===== src/rtl/reg_write_arbiter.sv =====
// Round-robin arbiter sharing the register-file write port.
// A one-entry output stage holds the winning write under back-pressure.
module reg_write_arbiter #(
  parameter int N_REQ      = 3,
  parameter int DATA_WIDTH = 32,
  parameter int ADDR_WIDTH = 5
) (
  input  logic                        clk,
  input  logic                        reset,
  input  logic [N_REQ-1:0]            req_valid,
  input  logic [N_REQ*ADDR_WIDTH-1:0] req_addr,
  input  logic [N_REQ*DATA_WIDTH-1:0] req_data,
  output logic [N_REQ-1:0]            req_ready,
  input  logic                        wr_ready,
  output logic                        wr_enable,
  output logic [ADDR_WIDTH-1:0]       wr_addr,
  output logic [DATA_WIDTH-1:0]       wr_data
);

  localparam int PTR_W = (N_REQ > 1) ? $clog2(N_REQ) : 1;

  logic [PTR_W-1:0]      rr_ptr;
  logic [PTR_W-1:0]      win;
  logic [PTR_W-1:0]      next_ptr;
  logic                  found;
  logic                  can_accept;
  logic                  xfer;
  logic [ADDR_WIDTH-1:0] addr_arr [N_REQ];
  logic [DATA_WIDTH-1:0] data_arr [N_REQ];
  logic [ADDR_WIDTH-1:0] win_addr;
  logic [DATA_WIDTH-1:0] win_data;

  for (genvar g = 0; g < N_REQ; g++) begin : g_unpack
    assign addr_arr[g] = req_addr[g*ADDR_WIDTH +: ADDR_WIDTH];
    assign data_arr[g] = req_data[g*DATA_WIDTH +: DATA_WIDTH];
  end

  // Scan from rr_ptr upward with wrap; first valid requester wins.
  always_comb begin
    int idx;
    idx   = 0;
    found = 1'b0;
    win   = '0;
    for (int k = 0; k < N_REQ; k++) begin
      idx = (int'(rr_ptr) + k) % N_REQ;
      if (!found && req_valid[idx]) begin
        found = 1'b1;
        win   = PTR_W'(idx);
      end
    end
  end

  always_comb begin
    if (int'(win) == N_REQ - 1) next_ptr = '0;
    else                        next_ptr = win + 1'b1;
  end

  assign win_addr   = addr_arr[win];
  assign win_data   = data_arr[win];
  assign can_accept = !wr_enable || wr_ready;
  assign xfer       = !reset && can_accept && found;
  assign req_ready  = xfer ? (N_REQ'(1) << win) : '0;

  // Writes to r0 are consumed but never presented.
  always_ff @(posedge clk) begin
    if (reset) begin
      rr_ptr    <= '0;
      wr_enable <= 1'b0;
      wr_addr   <= '0;
      wr_data   <= '0;
    end else if (xfer) begin
      rr_ptr    <= next_ptr;
      wr_enable <= |win_addr;
      wr_addr   <= win_addr;
      wr_data   <= win_data;
    end else if (wr_enable && wr_ready) begin
      wr_enable <= 1'b0;
    end
  end

endmodule


===== config.mk =====
export PLATFORM = sky130hd
export DESIGN_NAME = reg_write_arbiter
export DESIGN_NICKNAME = d
export VERILOG_FILES = /design/src/rtl/reg_write_arbiter.sv
export SDC_FILE = /design/constraint.sdc
export NUM_CORES = 1
export LEC_CHECK = 0
export BUFFER_PORTS_ARGS = -buffer_cell sky130_fd_sc_hd__buf_2
export CAP_MARGIN = 10
export CORE_UTILIZATION = 40
export DETAILED_ROUTE_END_ITERATION = 8
export GPL_TIMING_DRIVEN = 0
export PLACE_DENSITY = 0.83
export SYNTH_ARGS = -nofsm -noshare
export SYNTH_HDL_FRONTEND = slang
export SYNTH_SLANG_ARGS = --single-unit

===== constraint.sdc =====
create_clock -name clk -period 3.2 [get_ports clk]
set_input_delay 0 -clock clk [delete_from_list [all_inputs] [get_ports clk]]
set_output_delay 0 -clock clk [all_outputs]
set_load 0.03 [all_outputs]

==> impl_metrics.yaml <==
die:
  initial_core_util_pct: 41.4
  fp.dieArea_um2: 6900
  die_height_um: 83.1
  core_area_um2: 6350
  rows: 29
  ioPinCount: 158
  die-width_um: 83.1
route:
  drc: 0
  drtIter0Drc: 148
  drt-pass1-iter-count: 4
  antenna_left: 0
  routed_wl_mm: 8.69
  vias: 3104
  routedWlPerCell_um: 14.6
  via_per_inst: 5.23
global_route:
  antenna_found_initial: 0
  grt_max_degree: 20
  grt_first_pass_wirelength_mm: 14.2
  grt_pass1_vias: 3190
  overflow: 0
  grt_usage_pct: 25.4
synth:
  ys_ff_latch: 40
  synthDistinctLibCells: 34
  async_flop_share_pct: 0
  synth_cells: 324
  synth.area.top_cells: "dfxtp_1, mux2i_1, nand3b_1"
  synth_top_area_cell: "dfxtp_1"
  synth_ff_type: "dfxtp_1"
  syn_area_per_cell_um2: 8.11
  synth-seq-area-share_pct: 30.5
  yosysWarnings: 0
  synth_nets: 445
  synth-edff-count: 0
  synthTopCellsByCount: "nor2_1, a21oi_1, dfxtp_1, mux2i_1, nand3b_1"
  synthMostInstantiatedCell: "nor2_1"
  synthesis.area_um2: 2630
  synth_top_area_share_pct: 30.5
sta:
  rsz0062_at_grt: "no"
  finalSetupViolations: 0
  period_needed_ns: 2.98
  max_freq_mhz: 335
  slew_headroom_pct: 66.5
  drv_slew: 0
  period_share_pct: 93.2
  worst_pin_slew_ns: 0.503
  fin_skew_ns: 0.00775
  hold_viol: 0
  fin_tns_setup_ns: 0
finish:
  fill_cells: 575
  multi_input_area_um2: 1670
  drive_above_1_share_pct: 37.4
  ff_latch_area_um2: 801
  area_delta_synth_final_pct: 48.2
  final_nets: 636
  num_antenna_cells: 0
power:
  totalPowerFinal_w: 0.00351
  power-per-cell-area_nw_per_um2: 901
  peakVddDrop_uv: 487
  power_frac_comb_pct: 67.7
  p_int_w: 0.00177
  total_leakage_power_nw: 1.85
  swShare_pct: 49.5
  switchingPower_w: 0.00174
  pwr-share-seq_pct: 22.3
  power_frac_clock_pct: 9.9
placement:
  gp_congestion: 0.916
  portBuffers: 157
  dp.final_hpwl_mm: 6.23
flow_run:
  maxCapViolCount: 0
setup_path:
  r2r-start: "rr_ptr[1]"
  worstSetupEndpointType: "primary output"
  crit_arrival_ns: 2.98
  crit_required_ns: 3.20
  rrSetupSlack_ns: 0.48
  worst-path-max-fanout: 10
  cp-start-kind: "register"
  startpoint: "rr_ptr[1]"
  critical_path_class: "register to primary output"
clock_tree:
  clk_path_buf_depth: 2
  cts_setup_buffers: 0
  cts.clk_slew.worst_paths_ns: 0.08
  clock_sinks: 40
  cts_buffers: 5
  cts_tree: "built"
  htreeDepth: 2
  clk_latency_ns: 0.29
  cts-root-buf: "clkbuf_8"
outcome:
  status: "finished clean"
min_path:
  min_path_type: "input pin to register"
  hold_start: "req_data[75]"
## kinds of logic after synthesis
| kind of cell | after synthesis | synth area share, % |
|---|---|---|
| AOI/OAI and AO/OA | 99 | 21.6 |
| adders and majority gates | 4 | 1.90 |
| buffers and inverters | 31 | 6.33 |
| muxes | 42 | 16.7 |
| DFF | 40 | 30.5 |
| and+or+nand+nor | 108 | 23.1 |
## power groups by stage
stage | Sequential (W) | Clock, W | Combinational, W
2_1_floorplan | 0.00112 | 0 | 0.00140
3_3_place_gp | 0.000782 | 0 | 0.00228
3_5_place_dp | 0.000790 | 0 | 0.00233
4_1_cts | 0.000780 | 0.000357 | 0.00237
5_1_grt | 0.000800 | 0.000377 | 0.00262
6_report | 0.000784 | 0.000349 | 0.00238
## per-stage QoR
step	instances	setup slack (ns)	instance area, um2	hold WS [ns]	util (%)
final	593	0.217	3900	0.00158	61.4
after global routing	593	0.0314	3900	0.000980	61.4
after CTS	594	0.149	3890	0.000548	61.3
after detailed placement	558	0.0270	3510	0.263	55.3
after global placement	558	0.0879	3510	0.256	55.3
after floorplan	324	0.366	2630	0.168	-
## what timing repair did
action,in CTS,in global routing
hold buffers,29,0
endpoints found under the setup margin,2,12
gates resized for setup,1,4
hold endpoints to repair,29,0
## sequential cells by signal, summed over array words and instances (netlist names)
register and count:
wr_enable 1, rr_ptr 2, wr_addr 5, wr_data 32
## routing by layer
layer  vias to the layer above  global-route usage (%)  wire (um)
li1                       1538                       -          -
met1                      1417                    27.0       3410
met5                         -                       0          0
met4                         0                    9.25        191
met2                       133                    48.4       4560
met3                        16                    6.06        525
## critical path: stages, from the launching register on
cell	delay [ns]
dfxtp_1	0.40
inv_1	0.09
ha_1	0.18
buf_4	0.16
mux2i_1	0.17
o21a_1	0.28
a41o_1	0.25
nand2b_1	0.13
buf_2	0.16
buf_2	0.20
buf_4	0.21
nor3b_1	0.22
buf_2	0.24
## path summary, 6_finish.rpt
kind | endpoint | cells after the start
setup / recovery | req_ready[2] | 12
setup reg to reg | wr_data[14] | 12
hold / removal | wr_data[11] | 3
hold reg to reg | wr_data[21] | 2
## layout make-up
type                       instances  area share (%)
tap                               77            2.47
clock buffer                       7            2.22
inverter                           3           0.289
clock inverter                     1           0.193
timing repair buffer             186            27.6
multi-input combinational        253            42.7
sequential                        40            20.6
buffer                            26            3.92
## cell usage in the layout (no fill, tap or decap)
cell type      Yosys  final
mux2_2             4      4
nor3_1             4      4
clkbuf_4           0      1
dfxtp_1           40     40
nor3b_1            3      3
or3b_4             1      1
clkbuf_8           0      6
a41o_1             1      1
buf_12             1      1
buf_2              6    162
clkbuf_1          15     13
a32oi_1            2      2
a21oi_1           40     40
a32o_1             1      1
inv_1              3      3
dlygate4sd3_1      0     29
o21ai_0           20     20
clkbuf_2           0      2
ha_1               4      4
nand2b_1           5      5
nand3_1            3      3
or2_2              1      1
o22ai_1            4      4
mux2i_1           37     37
nor2_1            41     41
buf_6              2      2
nand3b_1          37     37
mux2i_4            1      1
o21ai_2            6      7
nor2b_1            4      4
and3b_1            1      1
buf_4              3      3
o21ai_1           20     19
a31oi_4            1      1
or3b_1             1      1
nand2_1            7      7
clkinvlp_4         0      1
o21a_1             4      4
Power figures use the tool's default switching activity.
